===== config.mk =====
export PLATFORM = sky130hd
export DESIGN_NAME = risc_mc_control
export DESIGN_NICKNAME = d
export VERILOG_FILES = /design/src/rtl/risc_mc_control.sv
export SDC_FILE = /design/constraint.sdc
export NUM_CORES = 1
export LEC_CHECK = 0
export BUFFER_PORTS_ARGS = -buffer_cell sky130_fd_sc_hd__buf_4
export CAP_MARGIN = 20
export CORE_ASPECT_RATIO = 1.5
export CORE_MARGIN = 2
export CORE_UTILIZATION = 30
export DETAILED_ROUTE_END_ITERATION = 6
export GPL_TIMING_DRIVEN = 0
export SLEW_MARGIN = 20
export SYNTH_ARGS = -nofsm -noshare
export SYNTH_HDL_FRONTEND = slang
export SYNTH_SLANG_ARGS = --single-unit

===== constraint.sdc =====
create_clock -name clk -period 1.9 [get_ports clk]
set_clock_uncertainty 0.2 [all_clocks]
set_input_delay 0.38 -clock clk [delete_from_list [all_inputs] [get_ports clk]]
set_output_delay 0.38 -clock clk [all_outputs]
set_load 0.05 [all_outputs]

===== src/rtl/risc_mc_control.sv =====
// Multi-cycle main control FSM for the 16-bit RISC core: sequences fetch, decode,
// execute, memory and writeback over a req/ack memory port and counts retired instructions.
module risc_mc_control #(
    parameter int CNT_W = 16,
    parameter int OPC_W = 4
) (
    input  logic             clk,
    input  logic             rst_n,
    input  logic             halt,
    input  logic [OPC_W-1:0] opcode,
    input  logic             zero,
    input  logic             mem_ack,
    output logic             mem_req,
    output logic             mem_we,
    output logic             iord,
    output logic             ir_write,
    output logic             pc_write,
    output logic [1:0]       pc_src,
    output logic [1:0]       alu_op,
    output logic             alu_src,
    output logic             reg_write,
    output logic             mem_to_reg,
    output logic             illegal,
    output logic             retire,
    output logic [CNT_W-1:0] retired_cnt,
    output logic [3:0]       state
);

    typedef enum logic [3:0] {
        S_IDLE   = 4'd0,
        S_FETCH  = 4'd1,
        S_DECODE = 4'd2,
        S_EXEC   = 4'd3,
        S_WB_R   = 4'd4,
        S_ADDR   = 4'd5,
        S_MEM_RD = 4'd6,
        S_WB_LD  = 4'd7,
        S_MEM_WR = 4'd8,
        S_BRANCH = 4'd9,
        S_JUMP   = 4'd10
    } state_e;

    localparam logic [1:0] ALU_ADD_FN = 2'b00;
    localparam logic [1:0] ALU_SUB    = 2'b01;
    localparam logic [1:0] ALU_ADDR   = 2'b10;

    localparam logic [1:0] PC_SEQ     = 2'b00;
    localparam logic [1:0] PC_BRANCH  = 2'b01;
    localparam logic [1:0] PC_JUMP    = 2'b10;

    state_e           state_q, state_d;
    logic [CNT_W-1:0] cnt_q, cnt_d;

    logic op_lw, op_sw, op_r, op_beq, op_bne, op_jmp;
    logic taken;

    // The opcode doubles as the ALU function field, so R-type is a contiguous range.
    always_comb begin
        op_lw  = (opcode == OPC_W'(4'h0));
        op_sw  = (opcode == OPC_W'(4'h1));
        op_r   = (opcode >= OPC_W'(4'h2)) && (opcode <= OPC_W'(4'h9));
        op_beq = (opcode == OPC_W'(4'hB));
        op_bne = (opcode == OPC_W'(4'hC));
        op_jmp = (opcode == OPC_W'(4'hD));
        taken  = (op_beq & zero) | (op_bne & ~zero);
    end

    // NOTE: asynchronous reset lets a mid-transaction reset drop mem_req without waiting for a clock.
    always_ff @(posedge clk or negedge rst_n) begin
        if (!rst_n) begin
            state_q <= S_IDLE;
            cnt_q   <= '0;
        end else begin
            // NOTE: non-blocking so every register samples pre-edge values regardless of ordering.
            state_q <= state_d;
            cnt_q   <= cnt_d;
        end
    end

    always_comb begin
        // NOTE: every output and the next state get a default first so no path infers a latch.
        state_d    = state_q;
        mem_req    = 1'b0;
        mem_we     = 1'b0;
        iord       = 1'b0;
        ir_write   = 1'b0;
        pc_write   = 1'b0;
        pc_src     = PC_SEQ;
        alu_op     = ALU_ADD_FN;
        alu_src    = 1'b0;
        reg_write  = 1'b0;
        mem_to_reg = 1'b0;
        illegal    = 1'b0;
        retire     = 1'b0;

        unique case (state_q)
            S_IDLE: begin
                if (!halt) begin
                    state_d = S_FETCH;
                end
            end
            S_FETCH: begin
                mem_req = 1'b1;
                if (mem_ack) begin
                    ir_write = 1'b1;
                    pc_write = 1'b1;
                    pc_src   = PC_SEQ;
                    state_d  = S_DECODE;
                end
            end
            S_DECODE: begin
                if (op_lw || op_sw) begin
                    state_d = S_ADDR;
                end else if (op_r) begin
                    state_d = S_EXEC;
                end else if (op_beq || op_bne) begin
                    state_d = S_BRANCH;
                end else if (op_jmp) begin
                    state_d = S_JUMP;
                end else begin
                    illegal = 1'b1;
                    state_d = S_IDLE;
                end
            end
            S_EXEC: begin
                alu_op  = ALU_ADD_FN;
                state_d = S_WB_R;
            end
            S_WB_R: begin
                alu_op    = ALU_ADD_FN;
                reg_write = 1'b1;
                retire    = 1'b1;
                state_d   = S_IDLE;
            end
            S_ADDR: begin
                alu_op  = ALU_ADDR;
                alu_src = 1'b1;
                state_d = op_sw ? S_MEM_WR : S_MEM_RD;
            end
            S_MEM_RD: begin
                mem_req = 1'b1;
                iord    = 1'b1;
                alu_op  = ALU_ADDR;
                alu_src = 1'b1;
                if (mem_ack) begin
                    state_d = S_WB_LD;
                end
            end
            S_WB_LD: begin
                reg_write  = 1'b1;
                mem_to_reg = 1'b1;
                retire     = 1'b1;
                state_d    = S_IDLE;
            end
            S_MEM_WR: begin
                mem_req = 1'b1;
                mem_we  = 1'b1;
                iord    = 1'b1;
                alu_op  = ALU_ADDR;
                alu_src = 1'b1;
                if (mem_ack) begin
                    retire  = 1'b1;
                    state_d = S_IDLE;
                end
            end
            S_BRANCH: begin
                alu_op  = ALU_SUB;
                retire  = 1'b1;
                state_d = S_IDLE;
                if (taken) begin
                    pc_write = 1'b1;
                    pc_src   = PC_BRANCH;
                end
            end
            S_JUMP: begin
                pc_write = 1'b1;
                pc_src   = PC_JUMP;
                retire   = 1'b1;
                state_d  = S_IDLE;
            end
            default: begin
                state_d = S_IDLE;
            end
        endcase
    end

    // Free-running wrap: the counter is observational only and carries no overflow flag.
    always_comb begin
        cnt_d = retire ? (cnt_q + CNT_W'(1)) : cnt_q;
    end

    assign retired_cnt = cnt_q;
    assign state       = state_q;

endmodule

==> results of run 1 <==
[power groups by stage]
stage	clock, mW	combinational (mW)	sequential, mW
6_report	0.324	2.21	0.619
5_1_grt	0.358	2.32	0.633
2_1_floorplan	0	0.992	0.856
3_5_place_dp	0	1.64	0.613
3_3_place_gp	0	1.62	0.608
4_1_cts	0.328	2.04	0.615
[logic make-up after synthesis]
group,Yosys count,synth area share
xor gates and xnor gates,16,0.111
DFF,20,0.397
muxes,5,0.0566
buffers and inverters,8,0.0377
and+or+nand+nor,60,0.284
AOI/OAI and AO/OA,20,0.103
adders and majority gates,1,0.00993
[worst paths after layout]
check	to	slack (ns)	cells past startpoint
min in group asynchronous	retired_cnt[10]$_DFFE_PN0P_	0.34	2
worst max register to register	retired_cnt[1]$_DFFE_PN0P_	-0.19	7
max in group asynchronous	state[1]$_DFFE_PN0P_	0.94	2
worst min register to register	retired_cnt[15]$_DFFE_PN0P_	0.27	1
worst max-delay path	retire	-0.33	5
worst min-delay path	state[0]$_DFFE_PN0P_	0.17	2
[cells in the mapped netlist, types with 3 or more instances]
cell | instances | area (sq um)
sky130_fd_sc_hd__mux2_2 | 3 | 33.8
sky130_fd_sc_hd__xnor2_1 | 15 | 131
sky130_fd_sc_hd__o22ai_1 | 3 | 18.8
sky130_fd_sc_hd__nor3_1 | 4 | 20.0
sky130_fd_sc_hd__a21oi_1 | 3 | 15.0
sky130_fd_sc_hd__nor3b_1 | 3 | 22.5
sky130_fd_sc_hd__and3_1 | 10 | 62.6
sky130_fd_sc_hd__nor2_1 | 8 | 30.0
sky130_fd_sc_hd__nand2_1 | 4 | 15.0
sky130_fd_sc_hd__nand3_1 | 9 | 45.0
sky130_fd_sc_hd__nand4_1 | 6 | 37.5
sky130_fd_sc_hd__dfrtp_1 | 20 | 500
sky130_fd_sc_hd__o21ai_0 | 5 | 25.0
sky130_fd_sc_hd__nor2b_1 | 6 | 37.5
sky130_fd_sc_hd__clkbuf_1 | 4 | 15.0
[through the flow]
stage	setup TNS (ns)	total power, mW	worst slack [ns]	hold WS, ns	cell area [sq um]
finish	-5.04	3.15	-0.327	0.169	2360
global route	-7.33	3.32	-0.396	0.192	2360
CTS	-3.74	2.98	-0.324	0.159	2200
detailed placement	-5.02	2.25	-0.497	0.0766	1830
global placement	-4.69	2.23	-0.489	0.0728	1830
floorplan	-6.73	1.85	-0.483	-0.116	1460
[what timing repair did]
action	CTS	global route
pin swaps	2	7
setup endpoints to repair	30	31
hold endpoints to repair	20	0
buffers inserted	26	7
gates cloned	1	1
hold buffers	1	0
gates resized for setup	32	19
[layout make-up]
| type | count | area (sq um) |
|---|---|---|
| fill | 349 | 1630 |
| multi-input combinational | 102 | 953 |
| timing repair buffer | 77 | 733 |
| sequential | 20 | 505 |
| buffer | 5 | 60.1 |
| tap | 45 | 56.3 |
| clock buffer | 4 | 55.1 |
[registers in the layout, summed over array words and instances (netlist names)]
signal / flops
state: 4
retired_cnt: 16
[metal layers]
metal	up-vias	track usage	wire length, microns
met5	-	0	0
met4	0	0.0550	84
met3	11	0.0296	214
met2	54	0.315	2160
met1	644	0.186	1470
li1	629	-	-
==> results.txt, run 1 <==
After the first detailed-routing iteration, the DRC count stood at 18. Counting every sink on the clock net gives 20. In this design, the largest share of critical-path delay is due to multiplexers. Detailed placement ended at an HPWL of 2530 microns. The startpoint identified for the worst hold timing path is mem_ack.

The tools report the total grt overflow as 0. The count of nets left with antenna violations once routing finished came out at 0. The count of TritonRoute iterations in the first routing pass came out at 4. The logs give 0.103 for the portion of total power attributed to the clock network and 140 for the synthesized netlist net count. The flow ran to the end, but the final reports show violations.

The logs give 0.315 for the initial core utilization and 0.25 ns for the later-pin clock latency in the skew report. The number of buffers and inverters on the critical path is 3. At the pin with the least slew margin, the transition time is 0.484 ns.

The sequential-to-total area share from yosys stat is 0.397, and the flop and latch count out of synthesis is 20. The row count came out at 28. The final layout contains 219 nets.

The repair_antennas step left the layout with diodes totalling 0. The combinational fraction of design power is 0.701, and the area growth from synthesis to layout is 87.6%. For the worst setup path, the data arrival time is 1.65 ns. On the worst path, the slowest cell contributes a delay of 0.46 ns. The run gives 0.678 as the headroom to the max-slew limit. The run gives 4750 sq um as the full die area. Setup repair after global routing could not meet its margin everywhere.

The power density over the cells works out to 1330 nW/um^2. TritonCTS built the clock tree. The tools report the internal power as 1.71 mW.

The detailed router placed 1,338 vias in this run. The first global-routing pass estimated 6440 microns of wire. The final max-slew violation count was 0.

The tool flagged a number of max-cap violations equal to 0. Synthesis produced a netlist whose cell count is 130. The detailed-route wire length was 3920 microns. The top cell types in the final layout, fill and taps aside, are sky130_fd_sc_hd__buf_4, sky130_fd_sc_hd__dfrtp_1, sky130_fd_sc_hd__buf_6. Total routing usage reported by global routing: 0.169. Category of the worst setup path launch point: a flop. The share of the cycle needed by the critical path after routing was 1.17; the synthesized area was 1260 sq um. The maximum fanout count along the critical path works out to 6. At the worst endpoint, the required time is 1.32 ns.

The critical path goes through buf_4 > mux2_4 > mux2i_4 > buf_12 > buf_12. The H-tree depth reported by CTS is 1, and the number of antenna violations at the first check in global routing is 0. The clock passes through at most 2 buffers.

Clock-pin slew was measured on the worst setup and hold paths at 0.08 ns. Switching part of the total power: 0.456. The number of vias per cell after detailed routing is 5.29.

The type of element capturing the critical path was an output pin. The highest achievable clock rate was 449 MHz. Post-synthesis async set-or-reset flop share: 1.00. Once layout is complete, the cells apart from fillers number 253. The final core area utilization was 0.592.

Total DRC errors in the routed layout: 0. Final hold violation count: 0. In this design, the critical path's most frequently occurring cell is sky130_fd_sc_hd__buf_12. For the number of I/O pins, the log shows 43. The root buffer selected by CTS was sky130_fd_sc_hd__clkbuf_8. VDD sags by at most 0.846 mV.

Launch point of the worst reg-to-reg path: state[0]$_DFFE_PN0P_. The static power due to leakage came out at 1.05 nW. Setup violations remaining at the end of the flow were counted as 29. Counting tap cells, the placed design contains a total of 217 instances. The register share of total power is 0.196, and the number of synthesized flops with an enable pin is 0.

In this run the worst hold path is classified as in2reg. The checks that failed: negative setup slack. The core box area is 3990 sq um, and the average size of a mapped cell is 9.69 sq um. The via count of the first global-routing pass is 1,348, and the layout cell share with drive strength beyond 1 is 0.596.

The most used flip-flop cell after synthesis is sky130_fd_sc_hd__dfrtp_1. The die is 56.9 microns wide. The number of buffers added by the clock tree synthesis step is 3.

For the power spent charging and discharging nets, the log shows 1.44 mW. Entering global routing, the biggest net connects 21 pins. Yosys warning count: 0. Category of the most critical setup path: reg2out. In the final routed layout, each cell accounts on average for 15.5 microns.

The leading cell type in the layout, fill and taps excluded is sky130_fd_sc_hd__buf_4. The time the final worst path needs with I/O delays and setup is 2.23 ns. The congestion estimate from routability-driven global placement came to 0.830. Input and output buffers added on the ports amount to 42.

Measured along the y axis, the die boundary spans 83.4 microns. For this design, the slowest cell found on the critical path is sky130_fd_sc_hd__dfrtp_2. The run gives -0.327 ns as the setup slack of the critical path after layout. Tracing the worst setup path back leads to its startpoint at state[0]$_DFFE_PN0P_. The number of different library cells used by synthesis comes to 37.
(Power assumes the default switching activity.)
==> inputs of run 2 (changes only) <==
Settings changed: MAX_ROUTING_LAYER set to met4.
==> run 2 against run 1 <==
The flow still finishes with violations (negative setup slack). Critical path depth unchanged. Flip-flop and latch count unchanged. Worst setup slack lost 0.0053 ns. Design area is the same. Non-clock buffer count unchanged. Register-to-register slack is essentially flat. Die area stayed put. Sequential share of layout area did not move. Count of clock-buffer cells in the layout is the same. Clock power hardly changed. Maximum frequency fell by 0.24%. Largest cell class unchanged.
==> results.txt, run 2 (same netlist as run 1, synthesis figures left out) <==
The routed length per instance was 15.5 microns; the total negative slack was -5.16 ns. By startpoint and endpoint, the worst setup path is classified as reg2out. The logs give 0 for the total DRC errors in the routed layout and 0.25 ns for the later-pin clock latency in the skew report.

Clock-pin slew on the worst setup and hold paths: 0.08 ns. Data on the critical path arrives at its endpoint at 1.65 ns. Entering global routing, the biggest net connects 21 pins.

Along the worst path, the maximum fanout reaches 6. Number of diodes added for antenna fixing: 0. The share of the cycle needed by the critical path after routing was 1.17.

The vertical die dimension works out to 83.4 microns. Dividing the detail-routed via count by the number of cells gives 5.27. Max-cap violations in this run came to 0.

The H-tree depth reported by CTS came out at 1. The area growth from synthesis to layout was 87.6%. The detailed-placement wirelength estimate is 2530 microns. Clock tree synthesis found a total of 20 sinks.

The core box area was 3990 sq um. Summed over all layers, the global routing overflow is 0. For the highest ir drop seen on vdd, the log shows 0.846 mV.

The tools report the final hold violation count as 0. The final max-slew violation count is 0. The highest achievable clock rate came out at 448 MHz.

The required time of the critical path is 1.32 ns, and the total cell area at the placement stage is 1830 sq um. The final core area utilization was 0.592; the DRC violation total after the first TritonRoute iteration was 16. For the final-stage net count, the log shows 219. The flow ran to the end, but the final reports show violations.

The worst hold path belongs to the class in2reg. Summed over all cells, the static leakage comes to 1.05 nW. The tools report the number of antenna violations at the first check in global routing as 0. The top cell types in the final layout, fill and taps aside, are sky130_fd_sc_hd__buf_4, sky130_fd_sc_hd__dfrtp_1, sky130_fd_sc_hd__buf_6. The layout cell share with drive strength beyond 1 came out at 0.596. The register with the most flip-flops in the layout has 16 of them. During I/O placement, the number of pins put on the boundary was 43. The count of TritonRoute iterations in the first routing pass was 4. The category of the worst setup path launch point is a flop.

At the pin with the least slew margin, the transition time is 0.484 ns. The final layout contains routed wiring with a total length of 3930 microns. Routability-driven placement finished with a final weighted congestion of 0.843. Setup repair after global routing could not meet its margin everywhere. TritonCTS built the clock tree. Via count of the first global-routing pass: 1,356. The tools report the hold slack as 0.169 ns. The layout has 349 filler cells. In this run the horizontal extent of the chip is 56.9 microns.

The full die area came out at 4750 sq um. The initial core utilization was 0.315. The final reports fail on negative setup slack. The headroom to the max-slew limit came out at 0.678. The root buffer selected by CTS was sky130_fd_sc_hd__clkbuf_8. Port buffering added 42 buffers. Setup slack of the critical path after layout: -0.332 ns. Time the final worst path needs with I/O delays and setup: 2.23 ns. After routing the design area is 2360 sq um. The count of nets left with antenna violations once routing finished came out at 0. For the total routing usage reported by global routing, the log shows 0.173. The total via count after detailed routing was 1,333. STA classifies the critical path endpoint as an output pin. The power density over the cells was 1330 nW/um^2. The leading cell type in the layout, fill and taps excluded was sky130_fd_sc_hd__buf_4. Row count: 28.

No sink is reached through more buffers than the 2 on the longest clock path. The first global-routing pass estimated 6440 microns of wire. Clock tree synthesis inserted a total of 3 buffers. For the number of setup violations in the final report, the log shows 29.
run 2: report_power, final:
part	internal [mW]	total, mW	switching [mW]
Clock	0.184	0.324	0.140
Combinational	1.02	2.21	1.19
Sequential	0.509	0.620	0.112
Total	1.71	3.15	1.44
run 2: cell type report:
class	count	area, sq um	share of cell area
buffer	5	60.1	0.0254
timing repair buffer	77	733	0.310
multi-input combinational	102	953	0.403
clock buffer	4	55.1	0.0233
sequential	20	505	0.214
tap	45	56.3	0.0238
run 2: final timing paths:
path	from	endpoint	slack [ns]	cells past startpoint
setup / recovery	state[0]$_DFFE_PN0P_	retire	-0.33	5
hold / removal	mem_ack	state[0]$_DFFE_PN0P_	0.17	2
setup reg to reg	state[0]$_DFFE_PN0P_	retired_cnt[1]$_DFFE_PN0P_	-0.19	7
hold reg to reg	retired_cnt[15]$_DFFE_PN0P_	retired_cnt[15]$_DFFE_PN0P_	0.27	1
max in group asynchronous	rst_n	state[1]$_DFFE_PN0P_	0.94	2
min in group asynchronous	rst_n	retired_cnt[10]$_DFFE_PN0P_	0.34	2
run 2: critical path, stage by stage, from the launching register on:
cell and delay (ns):
sky130_fd_sc_hd__dfrtp_2 0.46, sky130_fd_sc_hd__buf_4 0.17, sky130_fd_sc_hd__mux2_4 0.31, sky130_fd_sc_hd__mux2i_4 0.20, sky130_fd_sc_hd__buf_12 0.14, sky130_fd_sc_hd__buf_12 0.12
run 2: timing repair:
item                                    4_1_cts  5_1_grt
hold buffers                                  1        0
buffers inserted                             26        7
endpoints found under the setup margin       30       31
pin swaps                                     2        7
resized for setup                            32       19
endpoints found under the hold margin        20        0
gates cloned                                  1        1
run 2: per-layer routing:
layer	vias to the layer above	global-route usage	part of all wire
met5	-	-	0
met4	0	0.0550	0.015
met3	8	0.0202	0.044
met2	49	0.315	0.56
met1	647	0.192	0.38
li1	629	-	-
run 2: per-stage QoR:
step	power (mW)	instances	worst slack, ns
global placement	2.23	217	-0.489
floorplan	1.85	130	-0.483
global route	3.31	253	-0.396
detailed placement	2.25	217	-0.497
CTS	2.98	246	-0.324
finish	3.15	253	-0.332
